===== config.mk =====
export PLATFORM = sky130hd
export DESIGN_NAME = gl_pixel_writer
export DESIGN_NICKNAME = d
export VERILOG_FILES = /design/src/rtl/gl_pkg.sv /design/src/rtl/gl_sync_fifo.sv /design/src/rtl/gl_pixel_writer.sv
export SDC_FILE = /design/constraint.sdc
export NUM_CORES = 1
export LEC_CHECK = 0
export ABC_CLOCK_PERIOD_IN_PS = 5900
export CAP_MARGIN = 15
export CORE_ASPECT_RATIO = 1.75
export CORE_MARGIN = 4
export CORE_UTILIZATION = 50
export DETAILED_ROUTE_END_ITERATION = 8
export PLACE_DENSITY = 0.69
export SLEW_MARGIN = 5
export SYNTH_ARGS = -nofsm -noshare
export SYNTH_HDL_FRONTEND = slang
export SYNTH_SLANG_ARGS = --single-unit

===== constraint.sdc =====
create_clock -name clk -period 5.9 [get_ports clk]
set_input_delay 0.885 -clock clk [delete_from_list [all_inputs] [get_ports clk]]
set_output_delay 0.885 -clock clk [all_outputs]
set_load 0.1 [all_outputs]

===== src/rtl/gl_pkg.sv =====
// Shared definitions for the graphics pipeline back end: default screen
// geometry, pixel format and the pixel-writer state encoding.
package gl_pkg;

  localparam int DEF_COLOR_W  = 24;
  localparam int DEF_SCREEN_W = 640;
  localparam int DEF_SCREEN_H = 480;

  // Smallest address width that covers every pixel of a w x h framebuffer.
  function automatic int fb_addr_w(input int w, input int h);
    return $clog2(w * h);
  endfunction

  localparam int DEF_ADDR_W = fb_addr_w(DEF_SCREEN_W, DEF_SCREEN_H);

  typedef enum logic [1:0] {
    ST_IDLE  = 2'd0,
    ST_WRITE = 2'd1,
    ST_CLEAR = 2'd2
  } wr_state_e;

endpackage


===== src/rtl/gl_sync_fifo.sv =====
// Single-clock FIFO with first-word fall-through read port. Push and pop
// may happen together at any fill level; callers must not push when full
// or pop when empty.
module gl_sync_fifo #(
  parameter int WIDTH = 8,
  parameter int DEPTH = 8
) (
  input  logic                       clk,
  input  logic                       rst_n,
  input  logic                       push,
  input  logic [WIDTH-1:0]           push_data,
  input  logic                       pop,
  output logic [WIDTH-1:0]           pop_data,
  output logic                       full,
  output logic                       empty,
  output logic [$clog2(DEPTH):0]     count
);

  localparam int PTR_W = $clog2(DEPTH);
  localparam int CNT_W = PTR_W + 1;

  logic [WIDTH-1:0] store_q [DEPTH];
  logic [PTR_W-1:0] wr_ptr_q, wr_ptr_d;
  logic [PTR_W-1:0] rd_ptr_q, rd_ptr_d;
  logic [CNT_W-1:0] count_q, count_d;

  // Pointer and occupancy update; pointers wrap naturally (DEPTH is 2^n).
  always_comb begin
    wr_ptr_d = wr_ptr_q;
    rd_ptr_d = rd_ptr_q;
    count_d  = count_q;
    if (push) wr_ptr_d = wr_ptr_q + PTR_W'(1);
    if (pop)  rd_ptr_d = rd_ptr_q + PTR_W'(1);
    case ({push, pop})
      2'b10:   count_d = count_q + CNT_W'(1);
      2'b01:   count_d = count_q - CNT_W'(1);
      default: count_d = count_q;
    endcase
  end

  // Control state, cleared asynchronously.
  always_ff @(posedge clk or negedge rst_n) begin
    if (!rst_n) begin
      wr_ptr_q <= '0;
      rd_ptr_q <= '0;
      count_q  <= '0;
    end else begin
      wr_ptr_q <= wr_ptr_d;
      rd_ptr_q <= rd_ptr_d;
      count_q  <= count_d;
    end
  end

  // Data storage needs no reset: occupancy alone decides what is valid.
  always_ff @(posedge clk) begin
    if (push) store_q[wr_ptr_q] <= push_data;
  end

  assign pop_data = store_q[rd_ptr_q];
  assign full     = (count_q == CNT_W'(DEPTH));
  assign empty    = (count_q == '0);
  assign count    = count_q;

endmodule


===== src/rtl/gl_pixel_writer.sv =====
// Pixel writer: clips rasterizer fragments to the screen, queues in-range
// fragments with their linear framebuffer address, and drains them to the
// memory port over req/ack. Also fills the whole screen on a clear request.
//
//   state    | meaning
//   ---------+-----------------------------------------------------------
//   ST_IDLE  | no request outstanding; chooses clear or next fragment
//   ST_WRITE | fragment write presented on mem_*, waiting for mem_ack
//   ST_CLEAR | fill write at clear address presented, waiting for mem_ack
module gl_pixel_writer
  import gl_pkg::*;
#(
  parameter int WIDTH      = DEF_SCREEN_W,
  parameter int HEIGHT     = DEF_SCREEN_H,
  parameter int ADDR_W     = fb_addr_w(WIDTH, HEIGHT),
  parameter int COLOR_W    = DEF_COLOR_W,
  parameter int FIFO_DEPTH = 8
) (
  input  logic               clk,
  input  logic               rst_n,
  input  logic               pix_valid,
  input  logic [31:0]        pix_x,
  input  logic [31:0]        pix_y,
  input  logic [COLOR_W-1:0] pix_color,
  output logic               pix_ready,
  input  logic               clear_start,
  input  logic [COLOR_W-1:0] clear_color,
  output logic               clear_busy,
  output logic               clear_done,
  output logic               mem_req,
  output logic [ADDR_W-1:0]  mem_addr,
  output logic [COLOR_W-1:0] mem_data,
  input  logic               mem_ack,
  output logic [31:0]        pix_written,
  output logic [31:0]        pix_clipped
);

  localparam int ENTRY_W = ADDR_W + COLOR_W;
  localparam int CNT_W   = $clog2(FIFO_DEPTH) + 1;

  localparam logic [ADDR_W-1:0] LAST_ADDR = ADDR_W'(WIDTH * HEIGHT - 1);
  localparam logic [ADDR_W-1:0] WIDTH_A   = ADDR_W'(WIDTH);
  localparam logic [31:0]       WIDTH_32  = 32'(WIDTH);
  localparam logic [31:0]       HEIGHT_32 = 32'(HEIGHT);

  wr_state_e state_q, state_d;

  logic               clr_pending_q, clr_pending_d;
  logic [COLOR_W-1:0] clr_color_q, clr_color_d;
  logic [ADDR_W-1:0]  mem_addr_q, mem_addr_d;
  logic [COLOR_W-1:0] mem_data_q, mem_data_d;
  logic [31:0]        written_q, written_d;
  logic [31:0]        clipped_q, clipped_d;
  logic               done_q, done_d;
  // Holds pix_ready low while in reset and for the first cycle after it.
  logic               run_q, run_d;

  logic               fifo_push, fifo_pop, fifo_full, fifo_empty;
  logic [CNT_W-1:0]   fifo_count;
  logic [ENTRY_W-1:0] fifo_wdata, fifo_rdata;

  logic               busy;
  logic               accept;
  logic               out_of_range;
  logic [ADDR_W-1:0]  lin_addr;
  logic               start_clear;
  logic               clear_last;

  // Clip test and linear address. Only the low ADDR_W bits of y*WIDTH+x
  // matter, so the product is formed directly at that width.
  always_comb begin
    out_of_range = pix_x[31] || pix_y[31] ||
                   (pix_x >= WIDTH_32) || (pix_y >= HEIGHT_32);
    lin_addr     = pix_y[ADDR_W-1:0] * WIDTH_A + pix_x[ADDR_W-1:0];
    accept       = pix_valid && pix_ready;
    fifo_push    = accept && !out_of_range;
    fifo_wdata   = {lin_addr, pix_color};
  end

  gl_sync_fifo #(
    .WIDTH (ENTRY_W),
    .DEPTH (FIFO_DEPTH)
  ) u_frag_fifo (
    .clk       (clk),
    .rst_n     (rst_n),
    .push      (fifo_push),
    .push_data (fifo_wdata),
    .pop       (fifo_pop),
    .pop_data  (fifo_rdata),
    .full      (fifo_full),
    .empty     (fifo_empty),
    .count     (fifo_count)
  );

  // FSM state register.
  always_ff @(posedge clk or negedge rst_n) begin
    if (!rst_n) state_q <= ST_IDLE;
    else        state_q <= state_d;
  end

  // FSM next state. A pending clear waits for the queue to drain, and
  // blocks back-to-back pops so queued fragments land before the fill.
  always_comb begin
    state_d     = state_q;
    fifo_pop    = 1'b0;
    start_clear = 1'b0;
    clear_last  = 1'b0;
    case (state_q)
      ST_IDLE: begin
        if (clr_pending_q && fifo_empty) begin
          state_d     = ST_CLEAR;
          start_clear = 1'b1;
        end else if (!fifo_empty) begin
          state_d  = ST_WRITE;
          fifo_pop = 1'b1;
        end
      end
      ST_WRITE: begin
        if (mem_ack) begin
          if (!fifo_empty && !clr_pending_q) fifo_pop = 1'b1;
          else                               state_d  = ST_IDLE;
        end
      end
      ST_CLEAR: begin
        if (mem_ack && (mem_addr_q == LAST_ADDR)) begin
          state_d    = ST_IDLE;
          clear_last = 1'b1;
        end
      end
      default: state_d = ST_IDLE;
    endcase
  end

  // FSM outputs, all decoded from registered state.
  always_comb begin
    mem_req    = (state_q != ST_IDLE);
    busy       = clr_pending_q || (state_q == ST_CLEAR);
    clear_busy = busy;
    pix_ready  = run_q && !fifo_full && !busy;
  end

  // Datapath next values: write registers, clear bookkeeping, counters.
  always_comb begin
    mem_addr_d    = mem_addr_q;
    mem_data_d    = mem_data_q;
    clr_pending_d = clr_pending_q;
    clr_color_d   = clr_color_q;
    written_d     = written_q;
    clipped_d     = clipped_q;
    done_d        = clear_last;
    run_d         = 1'b1;

    if (fifo_pop) begin
      {mem_addr_d, mem_data_d} = fifo_rdata;
    end else if (start_clear) begin
      mem_addr_d = '0;
      mem_data_d = clr_color_q;
    end else if ((state_q == ST_CLEAR) && mem_ack && !clear_last) begin
      mem_addr_d = mem_addr_q + ADDR_W'(1);
    end

    if (clear_start && !busy) begin
      clr_pending_d = 1'b1;
      clr_color_d   = clear_color;
    end else if (start_clear) begin
      clr_pending_d = 1'b0;
    end

    if ((state_q == ST_WRITE) && mem_ack) written_d = written_q + 32'd1;
    if (accept && out_of_range)           clipped_d = clipped_q + 32'd1;
  end

  // Datapath registers; reset abandons any write or clear in flight.
  always_ff @(posedge clk or negedge rst_n) begin
    if (!rst_n) begin
      mem_addr_q    <= '0;
      mem_data_q    <= '0;
      clr_pending_q <= 1'b0;
      clr_color_q   <= '0;
      written_q     <= '0;
      clipped_q     <= '0;
      done_q        <= 1'b0;
      run_q         <= 1'b0;
    end else begin
      mem_addr_q    <= mem_addr_d;
      mem_data_q    <= mem_data_d;
      clr_pending_q <= clr_pending_d;
      clr_color_q   <= clr_color_d;
      written_q     <= written_d;
      clipped_q     <= clipped_d;
      done_q        <= done_d;
      run_q         <= run_d;
    end
  end

  assign mem_addr    = mem_addr_q;
  assign mem_data    = mem_data_q;
  assign clear_done  = done_q;
  assign pix_written = written_q;
  assign pix_clipped = clipped_q;

  a_no_pop_empty : assert property (@(posedge clk) disable iff (!rst_n)
    !(fifo_pop && fifo_empty));
  a_count_bound : assert property (@(posedge clk) disable iff (!rst_n)
    fifo_count <= CNT_W'(FIFO_DEPTH));

endmodule


==> metrics, run 1 <==
status finished, final reports clean; Slew headroom 26.9%; CTS tree built; final setup fails 0; Synth Register Bits 490; Period minus WS final 4.17 ns; Synth Cell Area between 20000 and 25000 µm²; vias per cell 5.75; clock sink count between 400 and 500; core area 41100 µm²; dpl hpwl 30900 µm; clk_lat worst skew 0.56 ns; port buffer count ~230; Yosys cell types 69; startpoint types input port; DR pass1 iterations 5; initial antenna violation count 1; die width 163 µm; drc violations 0; Avg Cell Area, Syn 15.8 µm²; setup TNS 0 ns; post_cts resized 0; Async S/R FF share, synth 29.8%; die area 45300 µm²; CP Class in -> reg; count of nets after finishing 1715; CTS root buf clkbuf_16; Layout area overhead 20.7%; most frequent cells in the layout edfxtp_1 (344), clkdlybuf4s50_1 (226), dfrtp_1 (143); sequential area share after synthesis between 60 and 70%; Arr. time, crit path 4.44 ns; Setup crit end kind flip-flop; Site Rows 98; fin crit share a little over two thirds; Worst EP required 6.17 ns; Reg2Reg Setup Slack about 2.7 ns; Final Hold Fails 0; vias in the first global route 12900; worst reg2reg endpoint u_frag_fifo.store_q[5][22]$_DFFE_PP_; Max Cap Violations 0; total CTS buffers 43; Boundary Pins 228; H-Tree Depth 2; CTS max path bufs 3; Final ANT Viol Nets 0; Final Skew 0.0220 ns; Power Dens Cells 454 nW/µm²; via count 12300; worst vdd ir 421 µV; fin. max-slew vios 0; area of the multi-input gates 6620 µm²; Post-synth EDFFs 344; Hold WC Path Type in -> async; Initial Utilization 50.9%; Fmax achieved around 240 MHz; RD Place Congestion approximately 0.87; # hold bufs at CTS 0; Synth Flop Type edfxtp_1; GRT Overall Usage 20.9%; DR iter-0 viols 926; leakage power 9.08 nW; commonest non-fill, non-tap cell in the layout edfxtp_1; count of warnings emitted by yosys 0; first-pass GRT wire length 73300 µm; Filler cells between 3000 and 4000; worst reg2reg path depth 6; Crit Path Max Fanout 8; WHS 0.417 ns; final wirelength 47000 µm; GRT Residual Overflow 0; area taken by flip-flops and latches about 14000 µm²; CTS clock-pin slew for the worst setup and hold paths 0.07 ns; syn_nets approximately 1500; RSZ-0062 raised after global routing false; Die H roughly 280 µm; Crit Reg-Reg Startpoint state_q[1]$_DFFE_PN0P_; share of cells above drive strength 1 around 15%; pin slew with the least headroom to its limit about 1.1 ns; routed len/inst about 22 µm; postcts setup bufs 0; largest net degree at the start of global routing 90; Gate Count Post-Synth 1321
-- worst max-delay path, stage by stage --
cell and delay (ns):
clkdlybuf4s50_1 0.43, ha_1 0.34, ha_1 0.31, a21o_1 0.18
a21oi_1 0.21, nor2b_1 0.08, o21a_1 0.19, nor2_1 0.12
xnor2_1 0.13, ha_1 0.30, a21oi_1 0.19, nand2_1 0.06
o21ai_0 0.32, o21ai_0 0.18, xnor2_1 0.52
-- cell usage after synthesis, types with 28 or more instances --
| library cell | n | area share (%) |
|---|---|---|
| a21oi_1 | 28 | 0.67 |
| xor2_1 | 31 | 1.3 |
| mux4_2 | 86 | 9.3 |
| dfrtp_1 | 146 | 17 |
| nor2b_1 | 32 | 0.96 |
| nand2_1 | 95 | 1.7 |
| a31oi_1 | 31 | 0.93 |
| nor2_1 | 70 | 1.3 |
| nand3_1 | 36 | 0.86 |
| ha_1 | 36 | 2.2 |
| xnor2_1 | 56 | 2.3 |
| mux2_2 | 28 | 1.5 |
| edfxtp_1 | 344 | 49 |
-- report_power, final --
part	internal [W]	total, W	switching, W
logic	0.00155	0.00418	0.00263
clock network	0.00154	0.00276	0.00121
registers	0.00408	0.00453	0.000453
total	0.00717	0.0115	0.00430
-- stage by stage --
step,total power [W],instance area (µm²),utilization (%),worst slack (ns),cells
2_1_floorplan,0.00770,20900,-,-0.0492,1321
3_3_place_gp,0.00874,23800,58.0,1.23,2063
3_5_place_dp,0.00882,23800,58.0,1.18,2063
4_1_cts,0.0116,25200,61.4,1.74,2143
5_1_grt,0.0121,25300,61.5,1.39,2145
6_report,0.0115,25300,61.5,1.73,2145
-- flip-flops by register name, indices dropped and copies added, names as in the netlist --
register and cells:
clear_done 1, clr_color_q 24, clr_pending_q 1, mem_addr 19
mem_data 24, pix_clipped 32, pix_written 32, run_q 1
state_q 2, u_frag_fifo.count 4, u_frag_fifo.rd_ptr_q 3, u_frag_fifo.store_q 344
u_frag_fifo.wr_ptr_q 3
-- area by class of cell --
class / instances / area share [%]
inverters: 20 / 0.297
diodes: 1 / 0.00991
clock inverters: 20 / 0.669
multi-input cells: 753 / 26.2
flip-flops and latches: 490 / 55.4
clock buffers: 60 / 4.84
well taps: 550 / 2.73
repair buffers: 251 / 9.84
-- cells by family after synthesis --
kind of cell	Yosys count	share of synthesized area (%)
AO/OA/AOI/OAI	143	4.65
AND/OR/NAND/NOR	351	8.93
adder cells (fa/ha/maj)	39	2.44
XOR/XNOR	87	3.64
flip-flops	490	66.9
buffers and inverters	78	1.84
other	1	0.0179
multiplexers	132	11.6
-- routing by layer --
layer / part of all wire (%) / wire length (µm) / vias to the layer above / global-route usage (%)
met5: 0 / 0 / - / 0
met4: 3.0 / 1400 / 0 / 6.54
met3: 5.4 / 2520 / 78 / 3.16
met2: 53 / 25100 / 370 / 37.7
met1: 38 / 18000 / 6313 / 25.8
li1: - / - / 5569 / -
-- how the worst max path moves through the flow --
stage | startpoint | endpoint | slack, ns | cells after the start
CTS | pix_y[4] | u_frag_fifo.store_q[4][42]$_DFFE_PP_ | 1.74 | 15
detailed placement | pix_y[4] | u_frag_fifo.store_q[0][42]$_DFFE_PP_ | 1.18 | 15
finish | pix_y[2] | u_frag_fifo.store_q[2][42]$_DFFE_PP_ | 1.73 | 15
floorplan | state_q[1]$_DFFE_PN0P_ | u_frag_fifo.store_q[6][0]$_DFFE_PP_ | -0.05 | 4
global route | pix_y[4] | u_frag_fifo.store_q[2][42]$_DFFE_PP_ | 1.39 | 15
global placement | pix_x[12] | u_frag_fifo.store_q[5][32]$_DFFE_PP_ | 1.23 | 8
(Power assumes the default switching activity.)
==> run 2: changes to the inputs <==
Settings changed: ABC_CLOCK_PERIOD_IN_PS 5900 to 4000.
Clock period 5.9 ns to 4 ns, I/O delays scaled along.
==> run 2 against run 1 <==
Compared with the run above:
- count of clock-buffer cells in the layout decreased by 1
- critical path depth unchanged
- via count increased by 1.7%
- first-iteration DRC count decreased by 5.0%
- clock skew decreased by 0.0062 ns
- largest cell class unchanged
- die area unchanged
==> metrics, run 2 (synthesized netlist as in run 1, its figures left out) <==
Initial Utilization 50.9%; CTS tree built; die area 45300 µm²; Net Sw Power around 0.0064 W; Die H 279 µm; DR pass1 iterations 5; Power Internal 0.0109 W; startpoint types input port; commonest non-fill, non-tap cell in the layout edfxtp_1; Period minus WS final 3.75 ns; clk_lat worst skew between 0.5 and 0.6 ns; area taken by flip-flops and latches 14000 µm²; Hold WC Path Type in -> async; fin crit share 93.8%; placed inst area between 20000 and 25000 µm²; max incr delay on CP about 0.53 ns; largest reg by FF count u_frag_fifo.store_q; Slew headroom 28.8%; DR iter-0 viols 880; pin slew with the least headroom to its limit 1.06 ns; Crit-path slowest cell clkdlybuf4s50_1; fin area 25800 µm²; CTS root buf clkbuf_16; vias per cell around 5.8; Layout area overhead 23.2%; CP Class in -> reg; pre-CTS setup slack -0.353 ns; final wirelength 48200 µm; setup ws final about 0.25 ns; Seq pwr share 38.1%; vias in the first global route 13400; Sw Share roughly 37%; fin. max-slew vios 0; Fmax achieved 267 MHz; CTS max path bufs 3; Crit Path Max Fanout 8; CTS clock-pin slew for the worst setup and hold paths 0.06 ns; Worst EP required approximately 4.3 ns; leakage power 9.31 nW; most frequent cells in the layout edfxtp_1 (344), clkdlybuf4s50_1 (225), dfrtp_1 (143); crit-path most repeated cell ha_1; core area around 40000 µm²; RD Place Congestion 0.863; initial antenna violation count 3; Comb power frac 36.6%; clock power share 25.3%; Util after Layout 62.7%; status finished, final reports clean; area of the multi-input gates 6650 µm²; Placed Cells 2095; port buffer count 227; Final Non-Filler Cells 2180; Setup crit end kind flip-flop; max reg flops 344; Boundary Pins 228; final setup fails 0; Final Hold Fails 0; Filler cells between 3000 and 4000; Final ANT Viol Nets 0; RSZ-0062 raised after global routing false; worst vdd ir 691 µV; largest net degree at the start of global routing between 90 and 100; drc violations 0; Site Rows 98; die width about 160 µm; GRT Overall Usage a little over a fifth; GRT Residual Overflow 0; via count 12500; Max Cap Violations 0; Power Dens Cells about 670 nW/µm²; worst path cell trace clkdlybuf4s50_1 > ha_1 > ha_1 > a21o_1 > a21oi_1 > nor2b_1 > o21a_1 > o41ai_1 > xnor2_1 > ha_1 > inv_1 > nor4_1 > a21oi_1 > o311ai_0 > a311o_1; share of cells above drive strength 1 17.1%; Final Skew 0.0158 ns; first-pass GRT wire length 75300 µm; routed len/inst 22.1 µm; total CTS buffers 44; clock sink count 490; Arr. time, crit path 4.02 ns; count of nets after finishing 1747; dpl hpwl 31500 µm; H-Tree Depth 2
==> run 2: changes by cell type in the layout (fill, tap and decap cells not counted), sizes merged <==
cell and delta:
buf +32, bufinv +3, diode +2, clkinvlp +2, clkdlybuf4s50 -1, clkbuf -1, inv -2
==> run 2: stage by stage <==
stage	hold WS (ns)	total power [W]	setup TNS, ns
2_1_floorplan	0.304	0.0114	-78.21
3_3_place_gp	0.459	0.0130	-5.52
3_5_place_dp	0.459	0.0132	-7.89
4_1_cts	0.171	0.0176	0
5_1_grt	0.191	0.0182	0
6_report	0.116	0.0174	0
==> run 2: layout make-up <==
class                   count  area share (%)
clock buffers              59            4.89
inverters                  20           0.291
flip-flops and latches    490            54.3
multi-input cells         753            25.8
repair buffers            282            11.0
clock inverters            23            1.01
well taps                 550            2.67
diodes                      3          0.0291
==> run 2: worst max-delay path, delay by kind of cell <==
family | cells | cell delay, ns
AOI/OAI and AO/OA | 7 | 1.61
xor gates and xnor gates | 1 | 0.17
adders and majority gates | 3 | 0.87
buffers and inverters | 2 | 0.65
and+or+nand+nor | 2 | 0.13
==> run 2: final timing paths <==
| kind | startpoint | to | slack, ns | cells past startpoint |
|---|---|---|---|---|
| min in group clk | pix_written[31]$_DFFE_PN0P_ | pix_written[31]$_DFFE_PN0P_ | 0.46 | 1 |
| hold reg to reg | pix_written[31]$_DFFE_PN0P_ | pix_written[31]$_DFFE_PN0P_ | 0.46 | 1 |
| max in group asynchronous | rst_n | clr_color_q[19]$_DFFE_PN0P_ | 2.90 | 2 |
| setup / recovery | pix_y[4] | u_frag_fifo.store_q[7][41]$_DFFE_PP_ | 0.25 | 15 |
| setup reg to reg | u_frag_fifo.count[0]$_DFFE_PN0P_ | mem_addr[9]$_DFFE_PN0P_ | 1.02 | 7 |
| hold / removal | rst_n | pix_written[14]$_DFFE_PN0P_ | 0.12 | 1 |
==> run 2: power groups by stage <==
| stage | registers (W) | logic [W] | clock network, W |
|---|---|---|---|
| after floorplan | 0.00804 | 0.00331 | 0 |
| after global placement | 0.00672 | 0.00631 | 0 |
| after detailed placement | 0.00674 | 0.00642 | 0 |
| after CTS | 0.00664 | 0.00645 | 0.00448 |
| after global routing | 0.00671 | 0.00680 | 0.00470 |
| final | 0.00662 | 0.00636 | 0.00439 |
==> run 2: per-layer routing <==
metal / GRT usage (%) / wire length, µm / share of wire (%)
met3: 2.74 / 2200 / 4.6
met1: 25.7 / 18500 / 38
met2: 40.3 / 26400 / 55
met5: 0 / 0 / 0
met4: 6.48 / 1140 / 2.4
==> run 2: what timing repair did <==
action,in CTS,in global routing
setup endpoints to repair,0,8
resized for setup,0,1
hold buffers,0,0
buffers inserted,0,0
